## config.mk

```make
export PLATFORM = sky130hd
export DESIGN_NAME = spi_master_flat
export DESIGN_NICKNAME = d
export VERILOG_FILES = /design/src/rtl/spi_master_if.sv /design/src/rtl/spi_master.sv /design/src/flat_wrapper.sv
export SDC_FILE = /design/constraint.sdc
export NUM_CORES = 1
export LEC_CHECK = 0
export CORE_ASPECT_RATIO = 1.1
export CORE_UTILIZATION = 25
export DETAILED_ROUTE_END_ITERATION = 10
export HOLD_SLACK_MARGIN = 0.1
export MAX_ROUTING_LAYER = met4
export PLACE_DENSITY = 0.47
export SLEW_MARGIN = 20
export SYNTH_ARGS = -nofsm -noshare
export SYNTH_HDL_FRONTEND = slang
export SYNTH_SLANG_ARGS = --single-unit
```

## constraint.sdc

```tcl
create_clock -name clk_i -period 3.4 [get_ports clk_i]
set_input_delay 0.51 -clock clk_i [delete_from_list [all_inputs] [get_ports clk_i]]
set_output_delay 0.51 -clock clk_i [all_outputs]
set_load 0.05 [all_outputs]
```

## src/rtl/spi_master_if.sv

```systemverilog
// Bundle between the SPI master and its user: start/done handshake plus
// the four SPI pins. "master" is the controller's view, "slave" the user's.
interface spi_master_if #(
  parameter int WORD_SIZE = 8
);
  logic                 start_i;
  logic [WORD_SIZE-1:0] data_tx_i;
  logic [WORD_SIZE-1:0] data_rx_o;
  logic                 busy_o;
  logic                 done_o;
  logic                 sck_o;
  logic                 sdo_o;
  logic                 sdi_i;
  logic                 cs_o;

  modport master (
    input  start_i, data_tx_i, sdi_i,
    output data_rx_o, busy_o, done_o, sck_o, sdo_o, cs_o
  );

  modport slave (
    output start_i, data_tx_i, sdi_i,
    input  data_rx_o, busy_o, done_o, sck_o, sdo_o, cs_o
  );
endinterface

```

## src/rtl/spi_master.sv

```systemverilog
// SPI mode-0 initiator: one WORD_SIZE word per start, MSB first, full duplex.
// sck half-period is CLK_DIV system clocks; cs_o is active high.
module spi_master #(
  parameter int WORD_SIZE = 8,
  parameter int CLK_DIV   = 2
) (
  input  logic         clk_i,
  input  logic         nreset_i,
  spi_master_if.master bus
);

  localparam int CNT_W = $clog2(WORD_SIZE) + 1;
  localparam int DIV_W = (CLK_DIV > 1) ? $clog2(CLK_DIV) : 1;
  localparam logic [DIV_W-1:0] DIV_LAST = DIV_W'(CLK_DIV - 1);
  localparam logic [CNT_W-1:0] BITS     = CNT_W'(WORD_SIZE);

  typedef enum logic [2:0] {
    S_IDLE,
    S_SETUP,
    S_TRANSFER,
    S_HOLD,
    S_DONE
  } state_t;

  state_t               state_q, state_d;
  logic [DIV_W-1:0]     div_q, div_d;
  logic [CNT_W-1:0]     bit_q, bit_d;
  logic [WORD_SIZE-1:0] tx_q, tx_d;
  logic [WORD_SIZE-1:0] rx_q, rx_d;
  logic [WORD_SIZE-1:0] data_rx_q, data_rx_d;
  logic                 sck_q, sck_d;
  logic                 cs_q, cs_d;
  logic                 sdo_q, sdo_d;
  logic                 busy_q, busy_d;
  logic                 done_q, done_d;

  logic                 tick;
  logic [CNT_W-1:0]     bit_nxt;

  assign bit_nxt = bit_q + CNT_W'(1);

  always_ff @(posedge clk_i or negedge nreset_i) begin
    if (!nreset_i) begin
      state_q   <= S_IDLE;
      div_q     <= '0;
      bit_q     <= '0;
      tx_q      <= '0;
      rx_q      <= '0;
      data_rx_q <= '0;
      sck_q     <= 1'b0;
      cs_q      <= 1'b0;
      sdo_q     <= 1'b0;
      busy_q    <= 1'b0;
      done_q    <= 1'b0;
    end else begin
      state_q   <= state_d;
      div_q     <= div_d;
      bit_q     <= bit_d;
      tx_q      <= tx_d;
      rx_q      <= rx_d;
      data_rx_q <= data_rx_d;
      sck_q     <= sck_d;
      cs_q      <= cs_d;
      sdo_q     <= sdo_d;
      busy_q    <= busy_d;
      done_q    <= done_d;
    end
  end

  // Divider only runs while the bus is active so every phase starts aligned.
  always_comb begin
    div_d = '0;
    tick  = 1'b0;
    if (state_q inside {S_SETUP, S_TRANSFER, S_HOLD}) begin
      if (div_q == DIV_LAST) begin
        tick = 1'b1;
      end else begin
        div_d = div_q + DIV_W'(1);
      end
    end
  end

  always_comb begin
    state_d   = state_q;
    bit_d     = bit_q;
    tx_d      = tx_q;
    rx_d      = rx_q;
    data_rx_d = data_rx_q;
    sck_d     = sck_q;
    cs_d      = cs_q;
    sdo_d     = sdo_q;
    busy_d    = busy_q;
    done_d    = 1'b0;

    case (state_q)
      S_IDLE: begin
        if (bus.start_i) begin
          tx_d    = bus.data_tx_i;
          rx_d    = '0;
          bit_d   = '0;
          cs_d    = 1'b1;
          sdo_d   = bus.data_tx_i[WORD_SIZE-1];
          busy_d  = 1'b1;
          state_d = S_SETUP;
        end
      end

      // The end of setup is the first sck rising edge, so sdi is sampled here too.
      S_SETUP: begin
        if (tick) begin
          sck_d   = 1'b1;
          rx_d    = {rx_q[WORD_SIZE-2:0], bus.sdi_i};
          state_d = S_TRANSFER;
        end
      end

      S_TRANSFER: begin
        if (tick) begin
          if (sck_q) begin
            sck_d = 1'b0;
            bit_d = bit_nxt;
            if (bit_nxt < BITS) begin
              sdo_d = tx_q[WORD_SIZE-2];
              tx_d  = {tx_q[WORD_SIZE-2:0], 1'b0};
            end else begin
              sdo_d = 1'b0;
            end
          end else if (bit_q == BITS) begin
            state_d = S_HOLD;
          end else begin
            sck_d = 1'b1;
            rx_d  = {rx_q[WORD_SIZE-2:0], bus.sdi_i};
          end
        end
      end

      S_HOLD: begin
        if (tick) begin
          cs_d      = 1'b0;
          data_rx_d = rx_q;
          done_d    = 1'b1;
          state_d   = S_DONE;
        end
      end

      S_DONE: begin
        busy_d  = 1'b0;
        state_d = S_IDLE;
      end

      default: begin
        state_d = S_IDLE;
      end
    endcase
  end

  assign bus.data_rx_o = data_rx_q;
  assign bus.busy_o    = busy_q;
  assign bus.done_o    = done_q;
  assign bus.sck_o     = sck_q;
  assign bus.sdo_o     = sdo_q;
  assign bus.cs_o      = cs_q;

endmodule
```

## src/flat_wrapper.sv

```systemverilog
// flat-port wrapper written by rule: the top's interface ports become plain ports
module spi_master_flat 
#(
  parameter int WORD_SIZE = 8,
  parameter int CLK_DIV   = 2
)
  (clk_i, nreset_i, bus_start_i, bus_data_tx_i, bus_sdi_i, bus_data_rx_o, bus_busy_o, bus_done_o, bus_sck_o, bus_sdo_o, bus_cs_o);
  spi_master_if #(.WORD_SIZE(WORD_SIZE)) bus_i ();
  input  logic clk_i;
  input  logic nreset_i;
  input wire logic [$bits(bus_i.start_i)-1:0] bus_start_i;
  input wire logic [$bits(bus_i.data_tx_i)-1:0] bus_data_tx_i;
  input wire logic [$bits(bus_i.sdi_i)-1:0] bus_sdi_i;
  output wire logic [$bits(bus_i.data_rx_o)-1:0] bus_data_rx_o;
  output wire logic [$bits(bus_i.busy_o)-1:0] bus_busy_o;
  output wire logic [$bits(bus_i.done_o)-1:0] bus_done_o;
  output wire logic [$bits(bus_i.sck_o)-1:0] bus_sck_o;
  output wire logic [$bits(bus_i.sdo_o)-1:0] bus_sdo_o;
  output wire logic [$bits(bus_i.cs_o)-1:0] bus_cs_o;
  assign bus_i.start_i = bus_start_i;
  assign bus_i.data_tx_i = bus_data_tx_i;
  assign bus_i.sdi_i = bus_sdi_i;
  assign bus_data_rx_o = bus_i.data_rx_o;
  assign bus_busy_o = bus_i.busy_o;
  assign bus_done_o = bus_i.done_o;
  assign bus_sck_o = bus_i.sck_o;
  assign bus_sdo_o = bus_i.sdo_o;
  assign bus_cs_o = bus_i.cs_o;
  spi_master #(.WORD_SIZE(WORD_SIZE), .CLK_DIV(CLK_DIV)) u_core (.clk_i(clk_i), .nreset_i(nreset_i), .bus(bus_i));
endmodule
```

# After elaboration in Yosys (flattened, before gate mapping)
# Index checks and enable logic that the tools add are counted.
# classes
addsub	2
eq_ne	14
mux	42
n_lt_le_gt_ge	1
reduce_logical	15
# op_table
cell	n
$mux W8	5
$mux W7	4
$pmux W8 S3	1
$mux W3	6
$mux W1	16
$pmux W7 S2	1
$mux W4	3
$pmux W3 S4	1
$reduce_and A6 Y1	2
$ne A2 B2 Y1 const B	5
$ne A2 B1 Y1 const B	4
$pmux W1 S2	4
$pmux W4 S2	1
$reduce_bool A2 Y1	4
$eq A3 B2 Y1 const B	2
$reduce_and A3 Y1	2
$reduce_bool A3 Y1	2
$reduce_and A5 Y1	1
$add A4 B1 Y4 const B	1
$eq A4 B4 Y1 const B	1
$lt A4 B4 Y1 const B	1
$reduce_and A2 Y1	2
$reduce_and A4 Y1	1
$eq A3 B1 Y1 const B	1
3 further kinds	3
# word_totals
wordCells	85
regBits	36
input_bits	12

# Longest topological paths before layout
# Gate-level depths: netlist of run 1.
# logic_depth
word_depth	6
mapped_depth	7
ltp_nobuf	6

# Least setup slack after synthesis of run 1
# No wires, ideal clock.
# synth_timing
path_type	register to register
start	register u_core.sck_q, in the netlist u_core.bus.sck_o
end	register u_core.rx_q[4]
arrival_ns	1.766
setup_time_ns	0.125
t_required_ns	3.275
slack_ns	1.509
path_stages_with_launch	5
n_path_buf	0
path_cell_list	dfrtp_1 > and2b_1 > o21ai_2 > a221oi_4 > mux2_4
# synth_via
elab_chain_len	2
# synth_lines
item	line	text
start, declared	spi_master.sv:31	logic sck_q, sck_d;
start signal, assigned	spi_master.sv:62	sck_q <= sck_d;
$ne A2 B2 Y1 (no line)	--	
$reduce_and A6 Y1 (no line)	--	
end signal, assigned	spi_master.sv:60	rx_q <= rx_d;
end, declared	spi_master.sv:29	logic [WORD_SIZE-1:0] rx_q, rx_d;
# Every way passes these cells.
# A chain may end at the register's enable or synchronous reset.

# Final worst setup path of run 1
# layout_timing
start	input port bus_start_i
end	register u_core.tx_q[3]
# layout_via
elab_chain_len	2
# layout_lines
item	line	text
start, declared	flat_wrapper.sv:11	input wire logic [$bits(bus_i.start_i)-1:0] bus_start_i;
$ne A2 B2 Y1 (no line)	--	
$reduce_and A5 Y1 (no line)	--	
end signal, assigned	spi_master.sv:59	tx_q <= tx_d;
end, declared	spi_master.sv:28	logic [WORD_SIZE-1:0] tx_q, tx_d;
# Every way passes these cells.

==> impl_metrics.json, run 1 <==
{
  "status": "complete, no violations",
  "drc": 0,
  "reg2reg_to": "u_core.rx_q[6]",
  "whs_ns": 0.3106,
  "required_ns": 3.58,
  "clock_skew_ns": 0.01127,
  "dp.final_hpwl_um": 2209,
  "worstSetupPathType": "in2reg",
  "track_usage_pct": 10.74,
  "cp.depth": 5,
  "path_delay_family": "simple AND/OR/NAND/NOR gates",
  "intPower_mw": 0.5865,
  "layout.nets": 193,
  "fillers": 662,
  "seq_power_share_pct": 57.7,
  "gr-total-overflow": 0,
  "place.gp.congestion": 0.7020,
  "numCtsBuffers": 5,
  "synth_enable_flop_cells": 0,
  "fin_util_pct": 32.60,
  "start_util_pct": 26.47,
  "syn_area_sq_um": 1669,
  "post_cts_buffers": 0,
  "path_max_fanout": 7,
  "fin_crit_ns": 2.107,
  "pwr_density_cell_nw_per_um2": 366.7,
  "insertion_delay_ns": 0.29,
  "cp.arrival_ns": 2.28,
  "synthFlopType": "dfrtp_1",
  "core_area_sq_um": 6306,
  "crit_path_top_delay_cell": "clkdlybuf4s50_1",
  "cp-end-kind": "flip-flop",
  "max_cap_viol_count": 0,
  "avgSynthCellArea_sq_um": 10.91,
  "drt-initial-drc-count": 40,
  "final_hold_viol_count": 0,
  "die_w_um": 79.91,
  "first_pass_iters": 4,
  "cts_root_buffer": "clkbuf_8",
  "grt_max_degree": 37,
  "crit_chain": "clkdlybuf4s50_1 -> nor2b_1 -> and2_0 -> o21bai_2 -> mux2_2",
  "dp_cells": 252,
  "yosysUniqueCellTypes": 33,
  "reg2reg_depth": 4,
  "r2r_setup_slack_ns": 1.37,
  "grt_pass1_vias": 1201,
  "instances_no_fill": 259,
  "power_frac_comb_pct": 3.9,
  "cts.clk_slew.worst_paths_ns": 0.07,
  "slew_viol_final": 0,
  "boundaryPins": 25,
  "rows": 30,
  "fin_setup_tns_ns": 0,
  "die_h_um": 87.70,
  "syn_nets": 167,
  "clockBufferDepth": 2,
  "holdBufCountCts": 0,
  "diodes": 0,
  "regArea_sq_um": 900.9,
  "fmax_ghz": 0.4745,
  "rsz0062_at_grt": "no",
  "drive_above_1_share_pct": 15.08,
  "synthToLayoutAreaGrowth_pct": 23.16,
  "layout_setup_ws_ns": 1.293,
  "h-tree-depth": 2,
  "crit_buf_inv": 1,
  "dpl-instance-area_sq_um": 1974,
  "ys_ff_latch": 36,
  "grt_pass1_wl_um": 5554,
  "tightest_slew_ns": 0.8118,
  "grt_antenna_before_repair": 0,
  "worstSetupEndpoint": "u_core.tx_q[3]",
  "synth_seq_area_share_pct": 53.97,
  "wirelength_um": 3210,
  "irDropWorstVdd_v": 0.0001148,
  "startpoint": "bus_start_i",
  "clkPwrFrac_pct": 38.3,
  "via_per_inst": 4.409,
  "fin_crit_sh_pct": 61.98,
  "swShare_pct": 22.19,
  "leakage_nw": 1.007,
  "dieArea_sq_um": 7007,
  "ant_nets": 0,
  "vias": 1142,
  "ys.warnings.count": 0,
  "cts_resized": 0,
  "multi_input_area_sq_um": 685.7,
  "rr_startpoint": "u_core.state_q[1]",
  "netSwitchingPower_mw": 0.1673,
  "cts_tree": "built",
  "io_buffers": 24,
  "critical-path-max-stage-delay_ns": 0.52,
  "cp-start-kind": "primary input",
  "synthArstFlopShare_pct": 100.0,
  "cts.sinks": 36,
  "holdCritPathClass": "in2async",
  "final_area_sq_um": 2056,
  "netlist_instances": 153,
  "setup_viol": 0,
  "power_mw": 0.7538,
  "slew_headroom_pct": 45.88,
  "wl_per_cell_um": 12.39,
  "place_ws_ns": 0.9810
}
-- layout make-up --
class	count	share of cell area [%]
Clock buffer	5	3.348
Clock inverter	2	0.6086
Inverter	14	2.556
Multi-Input combinational cell	98	33.35
Sequential cell	36	43.82
Tap cell	80	4.869
Timing Repair Buffer	24	11.44
-- state kept, by name, summed over array words and instances (netlist names), 3 cells and up --
register,cells
u_core.bit_q,4
u_core.state_q,3
u_core.bus.data_rx_o,8
u_core.rx_q,8
u_core.tx_q,7
-- worst min path at each step --
| stage | endpoint | slack, ns | depth (start not counted) |
|---|---|---|---|
| detailed placement | u_core.bus.data_rx_o[1] | 0.47 | 2 |
| CTS | u_core.tx_q[1] | 0.34 | 1 |
| floorplan | u_core.bit_q[0] | 0.21 | 0 |
| global route | u_core.tx_q[1] | 0.38 | 1 |
| finish | u_core.bit_q[1] | 0.31 | 1 |
| global placement | u_core.bus.data_rx_o[3] | 0.47 | 2 |
-- layer usage --
layer  track usage [%]  up-vias  part of all wire, %  wire [um]
met3             2.500        6                  2.5         80
met5                 -        -                    0          0
li1                  -      562                    -          -
met1             12.44      559                   48       1553
met4             4.870        0                  2.3         74
met2             17.64       15                   47       1502
-- Yosys cell counts, types with 2 or more instances --
| library cell | number | area share, % |
|---|---|---|
| nand3_1 | 2 | 0.60 |
| o21ai_2 | 2 | 1.0 |
| mux2_2 | 10 | 6.7 |
| clkbuf_1 | 2 | 0.45 |
| mux2_4 | 2 | 1.8 |
| xnor2_1 | 2 | 1.0 |
| a221o_1 | 2 | 1.2 |
| nand2_1 | 26 | 5.8 |
| ha_1 | 2 | 1.5 |
| xor2_1 | 2 | 1.0 |
| a21oi_1 | 4 | 1.2 |
| nand2b_1 | 2 | 0.75 |
| nor3_1 | 3 | 0.90 |
| o21ai_0 | 11 | 3.3 |
| inv_1 | 14 | 3.1 |
| mux2i_1 | 8 | 4.8 |
| dfrtp_1 | 36 | 54 |
| buf_4 | 3 | 1.3 |
| nor2_1 | 6 | 1.3 |
-- worst reg2reg max path, cell delays in order (launching register included) --
cell and delay (ns):
dfrtp_1 0.52, nor2_1 0.30, a221oi_2 0.13, a221oi_4 0.62, mux2_4 0.35
-- cells in the final DEF (no fill, tap or decap), drive strengths merged --
cell type / Yosys / routed
inv: 14 / 14
nand2b: 2 / 2
mux2: 12 / 12
mux2i: 8 / 8
clkbuf: 2 / 5
o21ai: 13 / 13
and3: 1 / 1
o21bai: 1 / 1
and2: 1 / 1
clkinvlp: 0 / 1
xnor2: 2 / 2
buf: 3 / 1
nand3: 2 / 2
clkinv: 0 / 1
ha: 2 / 2
a32o: 1 / 1
nand2: 26 / 26
clkdlybuf4s50: 0 / 23
a21o: 1 / 1
a221o: 2 / 2
xor2: 2 / 2
nand3b: 1 / 1
o211ai: 1 / 1
dfrtp: 36 / 36
a221oi: 2 / 2
nor2b: 1 / 1
nor4b: 1 / 1
or2: 1 / 1
a21oi: 4 / 4
nor3: 3 / 3
nor2: 7 / 7
and2b: 1 / 1
-- cells by family (layout without fill, tap and decap cells) --
group                      after synthesis  count (layout)  share of synthesized area [%]
muxes                                   20              20                          13.34
xor gates and xnor gates                 4               4                          2.099
AOI/OAI and AO/OA                       25              25                          11.39
and+or+nand+nor                         47              47                          12.74
adders and majority gates                2               2                          1.499
DFF                                     36              36                          53.97
buffers and inverters                   19              45                          4.948
-- power by group through the flow --
| stage | Clock [mW] | Combinational (mW) | Sequential, mW |
|---|---|---|---|
| floorplan | 0 | 0.00785 | 0.443 |
| global placement | 0 | 0.0311 | 0.443 |
| detailed placement | 0 | 0.0312 | 0.444 |
| CTS | 0.304 | 0.0312 | 0.435 |
| global route | 0.314 | 0.0343 | 0.436 |
| finish | 0.289 | 0.0296 | 0.435 |
Power figures use the tool's default switching activity.
==> run 2, diff against run 1 <==
--- a/config.mk
+++ b/config.mk
@@ -10,7 +10,7 @@
 export DETAILED_ROUTE_END_ITERATION = 10
 export HOLD_SLACK_MARGIN = 0.1
 export MAX_ROUTING_LAYER = met4
-export PLACE_DENSITY = 0.47
+export PLACE_DENSITY = 0.49
 export SLEW_MARGIN = 20
 export SYNTH_ARGS = -nofsm -noshare
 export SYNTH_HDL_FRONTEND = slang
==> constraint.sdc (replaced) <==
create_clock -name clk_i -period 1.69 [get_ports clk_i]
set_input_delay 0.2535 -clock clk_i [delete_from_list [all_inputs] [get_ports clk_i]]
set_output_delay 0.2535 -clock clk_i [all_outputs]
set_load 0.05 [all_outputs]
==> run 2 against run 1 <==
Compared with the run above:
- hold slack improved by 0.18 ns
- clock power rose by 97%
- cell count up 9.7%
- die area unchanged
- non-clock buffer count up 25
- sequential cell count is the same
- clock-buffer cell count increased by 1
- critical path type is now reg2reg
- critical endpoint is now u_core.rx_q[4]
- largest power group unchanged
==> impl_metrics.json, run 2 (same netlist as run 1, synthesis figures left out) <==
{
  "dpl-instance-area_sq_um": 2116,
  "clkPwrFrac_pct": 37.7,
  "grt_pass1_vias": 1151,
  "ant_nets": 0,
  "dp.final_hpwl_um": 2434,
  "wl_per_cell_um": 11.95,
  "fin_util_pct": 35.56,
  "track_usage_pct": 10.87,
  "critical-path-max-stage-delay_ns": 0.39,
  "drive_above_1_share_pct": 35.29,
  "tightest_slew_ns": 0.6054,
  "wirelength_um": 3395,
  "cts_root_buffer": "clkbuf_8",
  "dieArea_sq_um": 7007,
  "whs_ns": 0.4915,
  "gr-total-overflow": 0,
  "seq_power_share_pct": 57.9,
  "final_area_sq_um": 2242,
  "drc": 0,
  "grt_max_degree": 27,
  "synthToLayoutAreaGrowth_pct": 34.33,
  "final_common_cell": "buf_4",
  "diodes": 0,
  "crit_path_top_delay_cell": "a221oi_4",
  "boundaryPins": 25,
  "drt-initial-drc-count": 27,
  "max_cap_viol_count": 0,
  "netSwitchingPower_mw": 0.3253,
  "path_max_fanout": 4,
  "irDropWorstVdd_v": 0.0003356,
  "grt_antenna_before_repair": 0,
  "via_per_inst": 4.292,
  "crit_chain": "inv_2 -> ha_4 -> nand3b_1 -> nand2_2 -> a221oi_4 -> mux2_4",
  "grt_pass1_wl_um": 5540,
  "multi_input_area_sq_um": 710.7,
  "cp-end-kind": "flip-flop",
  "io_buffers": 24,
  "final_cell_mix": "buf_4 (36), dfrtp_1 (33), nand2_1 (25), inv_1 (12), o21ai_0 (11)",
  "vias": 1219,
  "worstSetupPathType": "reg2reg",
  "cts.clk_slew.worst_paths_ns": 0.07,
  "holdCritPathClass": "reg2reg",
  "start_util_pct": 26.47,
  "leakage_nw": 1.154,
  "pwr_density_cell_nw_per_um2": 674.3,
  "final_hold_viol_count": 0,
  "regArea_sq_um": 904.6,
  "numCtsBuffers": 5,
  "core_area_sq_um": 6306,
  "first_pass_iters": 4,
  "fin_crit_ns": 1.625,
  "fmax_ghz": 0.6155,
  "fin_setup_tns_ns": 0,
  "place.gp.congestion": 0.7310,
  "status": "complete, no violations",
  "layout.nets": 218,
  "cp-start-kind": "flip-flop",
  "rows": 30,
  "required_ns": 1.85,
  "die_h_um": 87.70,
  "die_w_um": 79.91,
  "cts.sinks": 36,
  "slew_headroom_pct": 59.64,
  "slew_viol_final": 0,
  "cp.arrival_ns": 1.78,
  "fin_crit_sh_pct": 96.14,
  "h-tree-depth": 2,
  "path_delay_family": "compound AO/OA/AOI/OAI gates",
  "clock_skew_ns": 0.007162,
  "fillers": 669,
  "intPower_mw": 1.187,
  "insertion_delay_ns": 0.28,
  "crit_buf_inv": 1,
  "setup_viol": 0,
  "rsz0062_at_grt": "yes",
  "swShare_pct": 21.52,
  "cts_tree": "built",
  "clockBufferDepth": 2,
  "power_frac_comb_pct": 4.4
}
-- run 2: cell types whose count changed in the layout (fill, tap and decap cells not counted), moves of 2 or more --
cell,previous run,this run
buf_4,0,36
inv_1,14,12
clkdlybuf4s50_1,23,10
dfrtp_1,36,33
dfrtp_2,0,3
inv_2,0,2
-- run 2: worst paths after layout --
kind	from	to	slack [ns]	depth (start not counted)
setup / recovery	u_core.bit_q[0]	u_core.rx_q[4]	0.07	6
hold / removal	u_core.bus.data_rx_o[6]	u_core.bus.data_rx_o[6]	0.49	2
setup reg to reg	u_core.bit_q[0]	u_core.rx_q[4]	0.07	6
hold reg to reg	u_core.bus.data_rx_o[6]	u_core.bus.data_rx_o[6]	0.49	2
max in group asynchronous	nreset_i	u_core.bit_q[3]	0.65	3
min in group asynchronous	nreset_i	u_core.bus.cs_o	0.51	2
-- run 2: worst register-to-register path, stage by stage, from the launching register on --
cell      delay, ns
dfrtp_1        0.37
inv_2          0.06
ha_4           0.15
nand3b_1       0.12
nand2_2        0.08
a221oi_4       0.39
mux2_4         0.34
-- run 2: timing repair --
action,4_1_cts,5_1_grt
endpoints found under the setup margin,7,13
setup buffers,0,1
hold buffers,1,0
pin swaps,0,3
resized for setup,2,9
hold endpoints to repair,24,0
-- run 2: area by class of cell --
type | instances | share of cell area (%)
clock buffer | 6 | 3.237
clock inverter | 1 | 0.2232
inverter | 14 | 2.344
multi-input combinational | 98 | 31.70
sequential | 36 | 40.35
tap | 80 | 4.464
timing repair buffer | 49 | 17.69
-- run 2: per-stage QoR --
step                      power (mW)  setup slack [ns]  cells
after floorplan               0.9069           -0.1005    153
after detailed placement      0.9588           -0.2919    275
final                          1.512           0.06525    284
after global placement        0.9583           -0.2884    275
after global routing           1.589        -0.0008202    284
after CTS                      1.541          0.005204    283
-- run 2: power groups by stage --
stage	combinational [mW]	clock [mW]	sequential, mW
after global placement	0.0666	0	0.892
after global routing	0.0748	0.638	0.876
after CTS	0.0689	0.597	0.875
after detailed placement	0.0667	0	0.892
final	0.0664	0.570	0.876
after floorplan	0.0158	0	0.891
-- run 2: per-layer routing --
metal  vias to the layer above  part of all wire (%)  global-route usage [%]
met5                         -                     0                       -
met4                         0                  0.65                   4.383
met3                         2                   3.2                   3.229
met2                        15                    47                   16.32
met1                       589                    49                   13.66
li1                        613                     -                       -
==> run 3, diff against run 2 <==
--- a/config.mk
+++ b/config.mk
@@ -5,12 +5,14 @@
 export SDC_FILE = /design/constraint.sdc
 export NUM_CORES = 1
 export LEC_CHECK = 0
+export CELL_PAD_IN_SITES_DETAIL_PLACEMENT = 1
+export CELL_PAD_IN_SITES_GLOBAL_PLACEMENT = 1
 export CORE_ASPECT_RATIO = 1.1
 export CORE_UTILIZATION = 25
 export DETAILED_ROUTE_END_ITERATION = 10
 export HOLD_SLACK_MARGIN = 0.1
 export MAX_ROUTING_LAYER = met4
-export PLACE_DENSITY = 0.49
+export PLACE_DENSITY = 0.57
 export SLEW_MARGIN = 20
 export SYNTH_ARGS = -nofsm -noshare
 export SYNTH_HDL_FRONTEND = slang
==> run 3 against run 2 <==
Compared with the run above:
- design area is 1.3% lower
- cell count is 2.1% lower
- combinational power is 0.8% lower
- clock-buffer cell count is 1 lower
- sequential share of layout area is 0.47 points higher
- setup slack worse by 0.038 ns
- hold slack worse by 0.095 ns
- critical path type unchanged
- critical endpoint is now u_core.rx_q[2]
==> impl_metrics.json, run 3 (same netlist as run 1, synthesis figures left out) <==
{
  "slew_headroom_pct": 68.68,
  "tightest_slew_ns": 0.4699,
  "fmax_ghz": 0.6012,
  "cp-end-kind": "flip-flop",
  "place.gp.congestion": 0.8011,
  "drc": 0,
  "cts_tree": "built",
  "slew_viol_final": 0,
  "die_w_um": 79.91,
  "final_cell_mix": "dfrtp_1 (34), buf_4 (29), nand2_1 (25), inv_1 (12)",
  "start_util_pct": 26.47,
  "drive_above_1_share_pct": 32.83,
  "ant_nets": 0,
  "max_cap_viol_count": 0,
  "grt_max_degree": 37,
  "io_buffers": 24,
  "gr-total-overflow": 0,
  "path_max_fanout": 5,
  "grt_pass1_wl_um": 6299,
  "setup_viol": 0,
  "required_ns": 1.90,
  "diodes": 0,
  "grt_pass1_vias": 1302,
  "first_pass_iters": 5,
  "insertion_delay_ns": 0.28,
  "fin_crit_sh_pct": 98.41,
  "cp-start-kind": "flip-flop",
  "pwr_density_cell_nw_per_um2": 693.4,
  "path_delay_family": "flip-flops",
  "worstSetupPathType": "reg2reg",
  "vias": 1261,
  "cts.clk_slew.worst_paths_ns": 0.07,
  "r2r_setup_slack_ns": 0.03,
  "critical-path-max-stage-delay_ns": 0.37,
  "crit_path_top_delay_cell": "dfrtp_1",
  "wirelength_um": 3690,
  "core_area_sq_um": 6306,
  "holdBufCountCts": 0,
  "clock_skew_ns": 0.004323,
  "track_usage_pct": 12.11,
  "die_h_um": 87.70,
  "status": "complete, no violations",
  "drt-initial-drc-count": 9,
  "place_ws_ns": -0.2430,
  "clockBufferDepth": 2,
  "final_common_cell": "dfrtp_1",
  "dp.final_hpwl_um": 2713,
  "via_per_inst": 4.536,
  "crit_buf_inv": 2,
  "crit_chain": "inv_2 -> ha_4 -> nand3b_1 -> nand2_2 -> a221oi_4 -> buf_6 -> mux2i_1",
  "power_mw": 1.535,
  "cp.arrival_ns": 1.87,
  "numCtsBuffers": 5,
  "grt_antenna_before_repair": 0,
  "rsz0062_at_grt": "yes",
  "final_hold_viol_count": 0,
  "layout.nets": 211,
  "layout_setup_ws_ns": 0.02680,
  "irDropWorstVdd_v": 0.0002867,
  "boundaryPins": 25,
  "dieArea_sq_um": 7007,
  "cts_root_buffer": "clkbuf_8",
  "fin_crit_ns": 1.663,
  "synthToLayoutAreaGrowth_pct": 32.61,
  "leakage_nw": 1.136,
  "rows": 30,
  "holdCritPathClass": "in2async",
  "cts.sinks": 36,
  "wl_per_cell_um": 13.27,
  "h-tree-depth": 2
}
[run 3: final cells by class]
class / count / area, sq um
multi-input combinational: 98 / 710.7
inverter: 14 / 52.55
clock buffer: 5 / 68.82
clock inverter: 3 / 18.77
tap: 80 / 100.1
fill: 718 / 4093
timing repair buffer: 42 / 359.1
sequential: 36 / 903.4
[run 3: worst reg2reg max path: cells and delay by family (launching register included)]
family	cells	cell delay (ns)
multiplexers	1	0.20
flip-flops	1	0.37
adder cells (fa/ha/maj)	1	0.15
AND/OR/NAND/NOR	2	0.25
buffers and inverters	2	0.25
AO/OA/AOI/OAI	1	0.37
[run 3: where the power goes]
group | total, mW | switching, mW | internal, mW
clock | 0.593 | 0.306 | 0.287
combinational | 0.0659 | 0.0314 | 0.0345
sequential | 0.876 | 0.00537 | 0.871
[run 3: metrics by stage]
stage | hold slack (ns) | area (sq um) | setup TNS [ns] | instances | util (%)
global route | 0.4203 | 2213 | -0.3857 | 278 | 35.10
floorplan | -0.04209 | 1670 | -0.2009 | 153 | -
global placement | 0.4661 | 2088 | -2.132 | 269 | 33.12
finish | 0.3967 | 2213 | 0 | 278 | 35.10
CTS | 0.4041 | 2185 | 0 | 277 | 34.64
detailed placement | 0.4791 | 2088 | -2.647 | 269 | 33.12
[run 3: routing by layer]
| metal | track usage [%] | routed length [um] |
|---|---|---|
| met2 | 20.20 | 1898 |
| met1 | 13.96 | 1592 |
| met5 | - | 0 |
| met3 | 3.542 | 171 |
| met4 | 3.896 | 27 |
[run 3: final timing paths]
kind,start,endpoint,cells past startpoint
worst max-delay path,u_core.bit_q[0],u_core.rx_q[2],7
worst min-delay path,nreset_i,u_core.bit_q[0],2
worst max register to register,u_core.bit_q[0],u_core.rx_q[2],7
worst min register to register,u_core.bus.data_rx_o[4],u_core.bus.data_rx_o[4],2
max in group asynchronous,nreset_i,u_core.bus.sck_o,2
min in group clk_i,u_core.bus.data_rx_o[4],u_core.bus.data_rx_o[4],2
[run 3: what timing repair did]
item | CTS | global route
pin swaps | 2 | 3
buffers inserted | 0 | 1
gates resized for setup | 4 | 5
endpoints found under the setup margin | 5 | 14
==> edit 1, RTL diff (flow settings as in run 2) <==
Take the reset off `rx_q` and load it in a clocked block of its own.
--- a/src/rtl/spi_master.sv
+++ b/src/rtl/spi_master.sv
@@ -45,7 +45,6 @@
       div_q     <= '0;
       bit_q     <= '0;
       tx_q      <= '0;
-      rx_q      <= '0;
       data_rx_q <= '0;
       sck_q     <= 1'b0;
       cs_q      <= 1'b0;
@@ -57,7 +56,6 @@
       div_q     <= div_d;
       bit_q     <= bit_d;
       tx_q      <= tx_d;
-      rx_q      <= rx_d;
       data_rx_q <= data_rx_d;
       sck_q     <= sck_d;
       cs_q      <= cs_d;
@@ -65,6 +63,10 @@
       busy_q    <= busy_d;
       done_q    <= done_d;
     end
+  end
+
+  always_ff @(posedge clk_i) begin
+    rx_q <= rx_d;
   end
 
   // Divider only runs while the bus is active so every phase starts aligned.
Check against the original RTL: same outputs for any inputs over 10 cycles, from zero or initial values and one cycle with nreset_i low; that may be too few to reach the edited logic, so the function may still have changed.
==> edit 1 against run 2 <==
- clock skew shrank 1.6 ps
- routed wire length decreased by 7.4%
- worst setup slack gained 78 ps
- sequential cell count unchanged
- count of clock-buffer cells in the layout stayed put
- sequential share of layout area is 4.8 points higher
- area after synthesis down 3.2%
- synthesized cell count shrank 6.5%
- design area down 7.1%
- via count fell by 5.7%
- critical path type unchanged
- critical endpoint is now u_core.rx_q[3]$_SDFFCE_PN0P_
Power is left out: it rests on default switching activity, and per cell area and clock period it moved more than threefold.
==> edit 1: results (changes against run 2) <==
status: "finished clean"
synth_nets: 157  # -6.0%
crit_start: "u_core.bit_q[0]$_DFFE_PN0P_"
via_per_inst: 4.44  # +3.4%
place_ws_ps: 17.3  # +309 ps
fmax_mhz: 646  # +5.0%
grt_max_degree: 29  # +7.4%
r2r_end: "u_core.rx_q[3]$_SDFFCE_PN0P_"
nFillCells: 639  # -4.5%
critPathArrivalTime_ps: 1560  # -220 ps
dr_wl_met2_mm: 1.52  # -4.6%
ys_seq_area_share_pct: 58.2  # +4.3 points
cts_setup_buffers: 0  # unchanged
cts-buffers-inserted: 5  # unchanged
antenna_cells: 0  # unchanged
dp_hpwl_mm: 2.24  # -8.1%
wl_met3_um: 146  # +33%
synth-edff-count: 8  # +8
drt_iter0_markers: 50  # +85%
grtUsageTotal_pct: 10.8  # -0.036 points
grt_pass1_wl_mm: 5.43  # -2.0%
grt_pass1_vias: 1155  # +0.35%
r2r_cells: 7  # +1
finalNetCount: 192  # -12%
finClkSkew_ps: 5.59  # -1.57 ps
gp_congestion: 0.763  # +4.4%
rrSetupSlack_ps: 140  # +80 ps
numPortBuffers: 24  # unchanged
dr.pass1.iters: 4  # unchanged
highest_layer: "met4"
yosys_warnings: 0  # unchanged
cts_root_buf: "clkbuf_8"
ys_top_cells_by_count: "dfrtp_1 (28), nor2_1 (18), o21ai_0 (11)"
wl_per_cell_um: 12.1  # +1.5%
tightest_slew_ps: 376  # -229 ps
async_flop_share_pct: 77.8  # -22 points
antenna_found_initial: 0  # unchanged
h-tree-depth: 2  # unchanged
holdCritPathClass: "input port to asynchronous set/reset pin"
clock_path_buffers: 2  # unchanged
clk_latency_ps: 290
ys_types: 32  # -3.0%
synth.area.top_cells: "dfrtp_1 (43%), edfxtp_1 (15%), mux2_2 (6.3%)"
m1WireLength_mm: 1.41  # -15%
crit_fanout: 8  # +4
worstSetupPathType: "flip-flop to flip-flop"
drv_slew: 0  # unchanged
clk_pin_slew_ps: 70  # about the same
placed_area_um2: 1970  # -6.9%
drive_above_1_share_pct: 24.6  # -11 points
whs_ps: 356  # -135 ps
edit 1: cell families (layout without fill, tap and decap cells):
| logic type | count (synthesis) | after routing | synth area share [%] |
|---|---|---|---|
| and+or+nand+nor | 50 | 50 | 15.6 |
| DFF | 36 | 36 | 58.2 |
| buffers and inverters | 10 | 46 | 3.72 |
| muxes | 9 | 9 | 6.27 |
| AOI/OAI and AO/OA | 33 | 33 | 13.0 |
| xor gates and xnor gates | 3 | 3 | 1.63 |
| adders and majority gates | 2 | 2 | 1.55 |
edit 1: layer usage:
layer | global-route usage (%) | vias up
met1 | 12.2 | 551
met5 | - | -
met4 | 5.05 | 0
met3 | 2.84 | 7
met2 | 17.9 | 29
li1 | - | 563
edit 1: what timing repair did:
item	4_1_cts	5_1_grt
gates resized for setup	0	2
setup endpoints to repair	0	6
hold buffers	0	0
edit 1: cell type report:
| type | count | area (um2) | share of cell area [%] |
|---|---|---|---|
| timing repair buffer | 35 | 303 | 14.5 |
| tap | 80 | 100 | 4.81 |
| inverter | 3 | 11.3 | 0.541 |
| clock buffer | 6 | 72.6 | 3.49 |
| multi-input combinational | 97 | 619 | 29.7 |
| clock inverter | 2 | 35.0 | 1.68 |
| sequential | 36 | 941 | 45.2 |
edit 1: metrics by stage:
stage | utilization (%) | std cells
floorplan | - | 143
global placement | 31.8 | 251
detailed placement | 31.8 | 251
CTS | 33.5 | 259
global route | 33.6 | 259
finish | 33.6 | 259
edit 1: worst max-delay path, stage by stage (launching register included):
cell and delay (ps):
dfrtp_1 410, inv_1 60, ha_1 200, nand2_1 80, nor2_1 50, o21ai_0 150
and2_1 190, buf_12 130
==> edit 2, RTL diff (flow settings as in run 2) <==
Without the edit above. `CLK_DIV` is set to 2 in 2 places; all go to 1.
--- a/src/rtl/spi_master.sv
+++ b/src/rtl/spi_master.sv
@@ -2,7 +2,7 @@
 // sck half-period is CLK_DIV system clocks; cs_o is active high.
 module spi_master #(
   parameter int WORD_SIZE = 8,
-  parameter int CLK_DIV   = 2
+  parameter int CLK_DIV   = 1
 ) (
   input  logic         clk_i,
   input  logic         nreset_i,
--- a/src/flat_wrapper.sv
+++ b/src/flat_wrapper.sv
@@ -2,7 +2,7 @@
 module spi_master_flat 
 #(
   parameter int WORD_SIZE = 8,
-  parameter int CLK_DIV   = 2
+  parameter int CLK_DIV   = 1
 )
   (clk_i, nreset_i, bus_start_i, bus_data_tx_i, bus_sdi_i, bus_data_rx_o, bus_busy_o, bus_done_o, bus_sck_o, bus_sdo_o, bus_cs_o);
   spi_master_if #(.WORD_SIZE(WORD_SIZE)) bus_i ();
Formal check against the unedited RTL: not equivalent (a bounded check fails within 4 cycles, from zero or initial values and one cycle with nreset_i low).
==> edit 2 against run 2 <==
- the run now ends with setup timing left
- worst setup slack got worse by 400 ps
- area after synthesis is 7.6% lower
- fmax decreased by 20%
- sequential cell count fell by 1
- routed wire length decreased by 4.5%
- design area fell by 6.6%
- critical path type unchanged
- largest cell class unchanged
Power is left out: it rests on default switching activity, and per cell area and clock period it moved more than threefold.
==> edit 2: results (changes against run 2) <==
status: "finished with violations"
violations: "setup timing"
place_ws_ps: -319  # -27.2 ps
crit_family: "simple AND/OR/NAND/NOR gates"
antenna_cells: 0  # unchanged
synth-edff-count: 0  # unchanged
critPathMaxStageDelay_ps: 490  # +100 ps
critPathSlowestCell: "or4b_4"
grt_pass1_wl_mm: 5.83  # +5.2%
crit_start: "u_core.bit_q[1]$_DFFE_PN0P_"
totalWireLength_mm: 3.24  # -4.5%
cp-endpoint: "u_core.rx_q[5]$_DFFE_PN0P_"
drive_above_1_share_pct: 27.4  # -7.9 points
drt_iter0_markers: 88  # +230%
final-setup-viol-count: 8  # +8
grt_max_degree: 26  # -3.7%
numPortBuffers: 24  # unchanged
h-tree-depth: 2  # unchanged
finalNetCount: 199  # -8.7%
dr.pass1.iters: 4  # unchanged
clk_pin_slew_ps: 70  # about the same
cts_root_buf: "clkbuf_8"
ys_top_cells_by_count: "dfrtp_1 (35), nand2_1 (24), inv_1 (10)"
cts-buffers-inserted: 5  # unchanged
vias: 1143  # -6.2%
dp_hpwl_mm: 2.35  # -3.3%
relSlewSlack_pct: 70.7  # +11 points
overflow: 0  # unchanged
finClkSkew_ps: 7.52  # +0.358 ps
clk_latency_ps: 290
synth.area.top_cells: "dfrtp_1 (57%), nand2_1 (5.8%), a221o_1 (3.9%)"
grt_pass1_vias: 1195  # +3.8%
ys_seq_area_share_pct: 56.8  # +2.8 points
antenna_found_initial: 0  # unchanged
critPathArrivalTime_ps: 2200  # +420 ps
gp_congestion: 0.707  # -3.3%
synth_nets: 158  # -5.4%
r2r_cells: 6  # unchanged
clock_path_buffers: 2  # unchanged
crit_fanout: 6  # +2
ys_types: 31  # -6.1%
holdCritPathClass: "input port to asynchronous set/reset pin"
timing.final.ws_setup_ps: -332  # -397 ps
placed_area_um2: 1940  # -8.1%
hold_viol_final: 0  # unchanged
yosys_warnings: 0  # unchanged
setup_tns_ps: -2390  # -2390 ps
grtUsageTotal_pct: 11.8  # +0.98 points
==> edit 2: changes by cell type in the layout (fill, tap and decap cells not counted), sizes merged, moves of 3 or more <==
cell   delta
o21ai     -6
and2      +7
a221o     +4
mux2      -8
inv       -4
a21oi     +3
buf       -9
mux2i     -4
==> edit 2: metal layers <==
layer	GRT usage, %	wire (um)	up-vias
met5	-	0	-
met4	6.29	83	0
met3	2.61	93	7
met2	17.3	1510	23
met1	15.2	1560	545
li1	-	-	568
==> edit 2: stage by stage <==
| step | cells | utilization [%] |
|---|---|---|
| global placement | 253 | 33.1 |
| global route | 263 | 35.6 |
| finish | 263 | 35.6 |
| detailed placement | 253 | 33.1 |
| floorplan | 144 | - |
| CTS | 261 | 35.1 |
==> edit 2: how the worst min path moves through the flow <==
stage                     slack, ps  depth (start not counted)                                  end
after floorplan                 -40                          0          u_core.bit_q[0]$_DFFE_PN0P_
after global placement          470                          2  u_core.bus.data_rx_o[7]$_DFFE_PN0P_
after detailed placement        470                          2  u_core.bus.data_rx_o[1]$_DFFE_PN0P_
after CTS                       300                          2        u_core.state_q[2]$_DFFE_PN0P_
after global routing            330                          2        u_core.state_q[2]$_DFFE_PN0P_
final                           300                          2        u_core.state_q[2]$_DFFE_PN0P_
==> edit 2: area by class of cell <==
| type | count | area, um2 |
|---|---|---|
| clock buffers | 6 | 82.6 |
| multi-input cells | 93 | 626 |
| inverters | 10 | 37.5 |
| flip-flops and latches | 35 | 876 |
| fillers | 613 | 3780 |
| clock inverters | 2 | 35.0 |
| repair buffers | 40 | 340 |
| well taps | 77 | 96.3 |
==> edit 2: cell families (layout without fill, tap and decap cells) <==
kind of cell    after synthesis  count (layout)  share of synthesized area, %
flops                        35              35                          56.8
buf+inv                      16              58                          4.14
mux                           8               8                          5.51
fa+ha+maj                     2               2                          1.62
simple gates                 54              54                          18.2
compound gates               27              27                          12.6
xor+xnor                      2               2                          1.14
==> edit 2: repair_timing <==
item	4_1_cts	5_1_grt
setup buffers	0	2
hold buffers	0	0
resized for setup	0	5
endpoints found under the setup margin	8	15
endpoints found under the hold margin	0	0
gates cloned	0	0
